`src/rtl/mx_e3m2_dequant_if.sv`:
```
// Stream bundle for the MXFP6 (E3M2) block decoder.
// Block-in and beat-out handshakes are carried together.
interface mx_e3m2_dequant_if #(
  parameter int unsigned BLOCK_SIZE = 32,
  parameter int unsigned LANES      = 4
);
  logic                      in_valid;
  logic                      in_ready;
  logic [7:0]                in_scale;
  logic [6*BLOCK_SIZE-1:0]   in_elems;
  logic                      out_valid;
  logic                      out_ready;
  logic [32*LANES-1:0]       out_data;
  logic                      out_first;
  logic                      out_last;

  modport master (
    output in_valid, in_scale, in_elems, out_ready,
    input  in_ready, out_valid, out_data, out_first, out_last
  );

  modport slave (
    input  in_valid, in_scale, in_elems, out_ready,
    output in_ready, out_valid, out_data, out_first, out_last
  );
endinterface

```
`src/rtl/mx_e3m2_dequant.sv`:
```
// Streaming MXFP6 (E3M2) block to FP32 decoder: latches one block with its E8M0 scale and
// emits LANES FP32 results per beat; the next block is accepted on the last-beat handshake.
module mx_e3m2_dequant #(
  parameter int unsigned BLOCK_SIZE = 32,
  parameter int unsigned LANES      = 4
) (
  input logic            clk,
  input logic            rst_n,
  mx_e3m2_dequant_if.slave bus
);
  localparam int unsigned NBEATS = BLOCK_SIZE / LANES;
  localparam int unsigned BeatW  = (NBEATS > 1) ? $clog2(NBEATS) : 1;

  typedef enum logic [0:0] {StIdle, StStream} state_e;

  state_e                  state_q, state_d;
  logic [BeatW-1:0]        beat_q;
  logic [7:0]              scale_q;
  logic [6*BLOCK_SIZE-1:0] elems_q;
  logic                    last_beat;
  logic                    accept;

  assign last_beat = (beat_q == BeatW'(NBEATS - 1));
  assign accept    = bus.in_valid & bus.in_ready;

  function automatic logic [31:0] decode(input logic [7:0] x, input logic [5:0] c);
    logic              s;
    logic [2:0]        e;
    logic [1:0]        m;
    logic signed [9:0] xe;
    logic signed [9:0] eo;
    logic [22:0]       mo;
    s  = c[5];
    e  = c[4:2];
    m  = c[1:0];
    xe = signed'({2'b00, x});
    eo = xe + signed'({7'b0, e}) - 10'sd3;
    mo = {m, 21'b0};
    if (e == 3'd0) begin
      // E3M2 subnormals land on exact FP32 normals, so only exponent and top bit differ
      case (m)
        2'd1:    begin eo = xe - 10'sd4; mo = '0;            end
        2'd2:    begin eo = xe - 10'sd3; mo = '0;            end
        2'd3:    begin eo = xe - 10'sd3; mo = {1'b1, 22'b0}; end
        default: begin eo = '0;          mo = '0;            end
      endcase
    end
    if (x == 8'hFF)                     decode = 32'h7FC0_0000;
    else if (e == 3'd0 && m == 2'd0)    decode = {s, 31'b0};
    else if (eo <= 10'sd0)              decode = {s, 31'b0};
    else if (eo >= 10'sd255)            decode = {s, 8'hFF, 23'b0};
    else                                decode = {s, eo[7:0], mo};
  endfunction

  // State register
  always_ff @(posedge clk or negedge rst_n) begin
    if (!rst_n) state_q <= StIdle;
    else        state_q <= state_d;
  end

  // Next-state logic
  always_comb begin
    state_d = state_q;
    unique case (state_q)
      StIdle:   if (accept) state_d = StStream;
      StStream: if (bus.out_ready && last_beat) state_d = accept ? StStream : StIdle;
      default:  state_d = StIdle;
    endcase
  end

  // Handshake and framing outputs
  always_comb begin
    bus.in_ready  = 1'b0;
    bus.out_valid = 1'b0;
    bus.out_first = 1'b0;
    bus.out_last  = 1'b0;
    unique case (state_q)
      StIdle:   bus.in_ready = 1'b1;
      StStream: begin
        bus.in_ready  = bus.out_ready & last_beat;
        bus.out_valid = 1'b1;
        bus.out_first = (beat_q == '0);
        bus.out_last  = last_beat;
      end
      default: ;
    endcase
  end

  always_ff @(posedge clk or negedge rst_n) begin
    if (!rst_n) begin
      beat_q  <= '0;
      scale_q <= '0;
      elems_q <= '0;
    end else if (accept) begin
      beat_q  <= '0;
      scale_q <= bus.in_scale;
      elems_q <= bus.in_elems;
    end else if (state_q == StStream && bus.out_ready) begin
      beat_q  <= last_beat ? '0 : beat_q + BeatW'(1);
    end
  end

  // Block regs reset to zero, which decodes to +0 on every lane
  always_comb begin
    bus.out_data = '0;
    for (int j = 0; j < int'(LANES); j++) begin
      bus.out_data[32*j +: 32] = decode(scale_q, elems_q[6*(int'(beat_q)*int'(LANES) + j) +: 6]);
    end
  end
endmodule

```
`src/flat_wrapper.sv`:
```
// flat-port wrapper written by rule: the top's interface ports become plain ports
module mx_e3m2_dequant_flat 
#(
  parameter int unsigned BLOCK_SIZE = 32,
  parameter int unsigned LANES      = 4
)
  (clk, rst_n, bus_in_valid, bus_in_scale, bus_in_elems, bus_out_ready, bus_in_ready, bus_out_valid, bus_out_data, bus_out_first, bus_out_last);
  mx_e3m2_dequant_if #(.BLOCK_SIZE(BLOCK_SIZE), .LANES(LANES)) bus_i ();
  input logic clk;
  input logic rst_n;
  input wire logic [$bits(bus_i.in_valid)-1:0] bus_in_valid;
  input wire logic [$bits(bus_i.in_scale)-1:0] bus_in_scale;
  input wire logic [$bits(bus_i.in_elems)-1:0] bus_in_elems;
  input wire logic [$bits(bus_i.out_ready)-1:0] bus_out_ready;
  output wire logic [$bits(bus_i.in_ready)-1:0] bus_in_ready;
  output wire logic [$bits(bus_i.out_valid)-1:0] bus_out_valid;
  output wire logic [$bits(bus_i.out_data)-1:0] bus_out_data;
  output wire logic [$bits(bus_i.out_first)-1:0] bus_out_first;
  output wire logic [$bits(bus_i.out_last)-1:0] bus_out_last;
  assign bus_i.in_valid = bus_in_valid;
  assign bus_i.in_scale = bus_in_scale;
  assign bus_i.in_elems = bus_in_elems;
  assign bus_i.out_ready = bus_out_ready;
  assign bus_in_ready = bus_i.in_ready;
  assign bus_out_valid = bus_i.out_valid;
  assign bus_out_data = bus_i.out_data;
  assign bus_out_first = bus_i.out_first;
  assign bus_out_last = bus_i.out_last;
  mx_e3m2_dequant #(.BLOCK_SIZE(BLOCK_SIZE), .LANES(LANES)) u_core (.clk(clk), .rst_n(rst_n), .bus(bus_i));
endmodule
```
`config.mk`:
```
export PLATFORM = sky130hd
export DESIGN_NAME = mx_e3m2_dequant_flat
export DESIGN_NICKNAME = d
export VERILOG_FILES = /design/src/rtl/mx_e3m2_dequant_if.sv /design/src/rtl/mx_e3m2_dequant.sv /design/src/flat_wrapper.sv
export SDC_FILE = /design/constraint.sdc
export NUM_CORES = 1
export LEC_CHECK = 0
export BUFFER_PORTS_ARGS = -buffer_cell sky130_fd_sc_hd__buf_2
export CAP_MARGIN = 25
export CORE_MARGIN = 2
export CORE_UTILIZATION = 40
export CTS_BUF_LIST = sky130_fd_sc_hd__clkbuf_4 sky130_fd_sc_hd__clkbuf_8
export CTS_CLUSTER_DIAMETER = 50
export DETAILED_ROUTE_END_ITERATION = 6
export HOLD_SLACK_MARGIN = 0.06
export PLACE_DENSITY = 0.71
export SLEW_MARGIN = 25
export SYNTH_ARGS = -nofsm -noshare
export SYNTH_HDL_FRONTEND = slang
export SYNTH_SLANG_ARGS = --single-unit
```
`constraint.sdc`:
```
create_clock -name clk -period 7.4 [get_ports clk]
set_input_delay 1.48 -clock clk [delete_from_list [all_inputs] [get_ports clk]]
set_output_delay 1.48 -clock clk [all_outputs]
set_load 0.05 [all_outputs]
```
==> parameters.txt <==
Parameter                              Value

Status
  Status ... complete, no violations

Setup path
  Worst Path Required ... 5.92 ns
  Data arrival at the endpoint of the critical path ... 5.80 ns
  Longest individual stage delay on the worst path ... 0.41 ns
  Cell-by-cell listing of the critical path ... inv_4 -> ha_4 -> xor2_4 -> buf_4 -> mux4_2 -> mux2i_1 -> mux2i_2 -> a21o_1 -> ha_1 -> a21o_1 -> and4_1 -> o21ai_1 -> a21boi_4 -> and2_4 -> o32a_1 -> a2111oi_4 -> o2111ai_2 -> a21oi_4 -> buf_12 -> a21oi_4 -> buf_6
  Crit path kind ... reg -> out
  Critical path's slowest cell ... sky130_fd_sc_hd__dfrtp_2
  CP endpoint kind ... output pin
  Startpoint types ... flip-flop
  Biggest fanout along the worst timing path ... 26
  Kind of cell adding the most delay to the critical path ... compound AO/OA/AOI/OAI gates
  Buf/Inv on CP ... 4

Clocking
  CTS tree ... done
  Clock latency on the worst-skew pair ... 0.55 ns
  Cts-stage hold buffer count ... 0
  Htree depth ... 2
  Inserted Clock Buffers ... 37
  Clock slew at the register clock pins of the worst setup and hold paths ... 0.06 ns
  Clk buf depth ... 3
  Number of sinks handled by clock tree synthesis ... 204
  Clock root buffer ... sky130_fd_sc_hd__clkbuf_8

Logic synthesis
  Fraction of the yosys area taken by sequential cells ... 32.1%
  Async S/R FF share, synth ... 100%
  Dominant synthesized flop cell ... sky130_fd_sc_hd__dfrtp_1
  Distinct cells, synth ... 87
  Gate count after technology mapping ... 1423
  Post-synthesis register bit count ... 204
  Total standard cell area after synthesis ... 15900 um^2
  Number of synthesized flops with an enable pin ... 0
  Synthesized area per cell ... 11.2 um^2
  Yosys warnings ... 0

Drt
  Initial drt markers ... 1367
  Average routed wire per standard cell ... 23.7 um
  DRC violations left ... 0
  Number of iterations in the first detailed-routing pass ... 5
  Total vias in the final route ... 13400
  Number of nets with antenna violations after detailed routing ... 0
  Vias per cell ... 5.96
  Sum of routed wire length over all layers ... 53300 um

Hold path
  Worst min path class ... reg -> reg

Timing
  Setup repair after global routing missed its margin ... yes
  Final worst path period share ... 98.4%
  Number of hold-slack violations in the final timing report ... 0
  Final setup violation count ... 0
  Max-slew violations ... 0
  Rel. slew slack ... 29.5%
  Hold WS ... 0.517 ns
  Clock skew ... 0.0195 ns
  Slew at the pin with the worst max-slew slack ... 1.06 ns
  Fmax ... 137 MHz
  Minimum clock period after layout ... 7.28 ns

Floorplan
  # IOs ... 336
  Horizontal extent of the die ... 204 um
  Standard cell core area ... 39500 um^2
  Height of the die ... 204 um
  Site row count ... 73
  Die Footprint ... 41400 um^2
  Starting density of the core ... 40.3%

Placed design
  Final HPWL DP ... 40800 um
  Global placement routability congestion ... 0.987
  Port buffer count ... 251

GRT
  GRT Residual Overflow ... 0
  Global-route wire length before repair ... 78900 um
  Number of global-route vias before repair ... 12800
  Total global routing track utilization ... 25.1%
  Initial antenna violation count ... 0
  Largest net degree at the start of global routing ... 99

Cells and area
  Fraction of layout instances using a drive strength above 1 ... 47.3%
  Inserted Diodes ... 0
  Total Nets Final ... 1936
  Area added between synthesis and finish ... 20.3%

Run
  Count of max-cap constraint violations ... 0
[layout by cell type, fill, tap and decap left out, types with 8 or more instances in the layout]
master	count
sky130_fd_sc_hd__a211oi_1	10
sky130_fd_sc_hd__a21o_1	15
sky130_fd_sc_hd__a21oi_1	42
sky130_fd_sc_hd__a21oi_2	9
sky130_fd_sc_hd__a21oi_4	11
sky130_fd_sc_hd__and2_1	9
sky130_fd_sc_hd__and3_1	8
sky130_fd_sc_hd__buf_2	227
sky130_fd_sc_hd__buf_4	78
sky130_fd_sc_hd__buf_6	16
sky130_fd_sc_hd__clkbuf_4	9
sky130_fd_sc_hd__clkbuf_8	45
sky130_fd_sc_hd__conb_1	84
sky130_fd_sc_hd__dfrtp_1	202
sky130_fd_sc_hd__ha_1	20
sky130_fd_sc_hd__inv_1	22
sky130_fd_sc_hd__mux2_2	225
sky130_fd_sc_hd__mux2i_1	56
sky130_fd_sc_hd__mux4_2	100
sky130_fd_sc_hd__nand2_1	68
sky130_fd_sc_hd__nand2b_1	9
sky130_fd_sc_hd__nand3_1	28
sky130_fd_sc_hd__nor2_1	56
sky130_fd_sc_hd__nor2b_1	8
sky130_fd_sc_hd__nor3_1	24
sky130_fd_sc_hd__nor4_1	10
sky130_fd_sc_hd__o211ai_1	10
sky130_fd_sc_hd__o21ai_0	37
sky130_fd_sc_hd__o21ai_1	13
sky130_fd_sc_hd__o221ai_1	11
sky130_fd_sc_hd__o22ai_1	12
sky130_fd_sc_hd__xnor2_1	31
sky130_fd_sc_hd__xor2_1	13
[final timing paths]
check / slack (ns) / depth (start not counted) / from / to
max: 0.12 / 21 / u_core.beat_q[1]$_DFFE_PN0P_ / bus_out_data[124]
min: 0.52 / 1 / u_core.elems_q[0]$_DFFE_PN0P_ / u_core.elems_q[0]$_DFFE_PN0P_
max reg2reg: 4.20 / 6 / u_core.beat_q[0]$_DFFE_PN0P_ / u_core.elems_q[120]$_DFFE_PN0P_
min reg2reg: 0.52 / 1 / u_core.elems_q[0]$_DFFE_PN0P_ / u_core.elems_q[0]$_DFFE_PN0P_
max in group asynchronous: 5.39 / 2 / rst_n / u_core.beat_q[0]$_DFFE_PN0P_
min in group asynchronous: 0.91 / 1 / rst_n / u_core.elems_q[75]$_DFFE_PN0P_
[worst reg2reg max path, stage by stage, from the launching register on]
cell and delay [ns]:
sky130_fd_sc_hd__dfrtp_4 0.46, sky130_fd_sc_hd__ha_2 0.26, sky130_fd_sc_hd__nand3_1 0.09, sky130_fd_sc_hd__nand2_1 0.12, sky130_fd_sc_hd__and2_4 0.79, sky130_fd_sc_hd__buf_4 0.86, sky130_fd_sc_hd__mux2_2 0.51
[final cells by class]
| cell class | instances | area [um^2] |
|---|---|---|
| Sequential cell | 204 | 5110 |
| Tap cell | 525 | 657 |
| Fill cell | 3612 | 20400 |
| Multi-Input combinational cell | 1097 | 10400 |
| Clock inverter | 12 | 119 |
| Inverter | 29 | 111 |
| Timing Repair Buffer | 331 | 2090 |
| Clock buffer | 52 | 666 |
[metal layers]
layer	vias to the layer above	track usage [%]	share of wire [%]
li1	5806	-	-
met1	6707	34.4	41
met2	774	39.9	47
met3	126	4.62	8.7
met4	0	9.25	4.1
met5	-	0	0
[cells by family (layout without fill, tap and decap cells)]
family	count (synthesis)	in the layout	share of synthesized area, %
xor gates and xnor gates	54	54	3.11
other	1	84	0.0235
AOI/OAI and AO/OA	252	252	10.6
adders and majority gates	32	32	2.70
muxes	387	387	34.4
buffers and inverters	205	424	7.64
and+or+nand+nor	288	288	9.52
DFF	204	204	32.1
[metrics by stage]
| stage | setup WS (ns) | instances | setup TNS, ns | util [%] | area [um^2] |
|---|---|---|---|---|---|
| 2_1_floorplan | 0.0437 | 1506 | 0 | - | 16500 |
| 3_5_place_dp | 0.242 | 2161 | 0 | 44.9 | 17800 |
| 4_1_cts | 0.00754 | 2237 | 0 | 47.5 | 18800 |
| 5_1_grt | -0.117 | 2250 | -1.02 | 48.4 | 19200 |
| 6_report | 0.115 | 2250 | 0 | 48.4 | 19200 |
| 3_3_place_gp | 0.385 | 2161 | 0 | 44.9 | 17800 |
[Yosys cell counts (11+ instances only)]
cell type                  instances  area [um^2]
sky130_fd_sc_hd__a21o_1           15          113
sky130_fd_sc_hd__a21oi_1          61          305
sky130_fd_sc_hd__and2_1           11         68.8
sky130_fd_sc_hd__buf_2            22          110
sky130_fd_sc_hd__buf_4            90          676
sky130_fd_sc_hd__buf_6            11          124
sky130_fd_sc_hd__clkbuf_1         46          173
sky130_fd_sc_hd__dfrtp_1         204         5100
sky130_fd_sc_hd__ha_1             28          350
sky130_fd_sc_hd__inv_1            24         90.1
sky130_fd_sc_hd__mux2_2          225         2530
sky130_fd_sc_hd__mux2i_1          58          581
sky130_fd_sc_hd__mux4_2          100         2250
sky130_fd_sc_hd__nand2_1          69          259
sky130_fd_sc_hd__nand3_1          31          155
sky130_fd_sc_hd__nor2_1           59          221
sky130_fd_sc_hd__nor3_1           24          120
sky130_fd_sc_hd__nor4_1           11         68.8
sky130_fd_sc_hd__o21ai_0          47          235
sky130_fd_sc_hd__o221ai_1         12          105
sky130_fd_sc_hd__o22ai_1          12         75.1
sky130_fd_sc_hd__xnor2_1          37          324
sky130_fd_sc_hd__xor2_1           14          123
[sequential cells by signal (all words and copies together), names as in the netlist]
register / cells
u_core.elems_q: 192
u_core.scale_q: 8
u_core.beat_q: 3
u_core.state_q: 1
[repair_timing]
action                     in CTS  in global routing
resized for setup              42                 60
setup buffers                  12                 12
gates cloned                    0                  1
setup endpoints to repair      26                 35
pin swaps                       6                 23
Power is not shown: default switching activity piles up to over one toggle a cycle in this logic, so the estimate is an artifact.
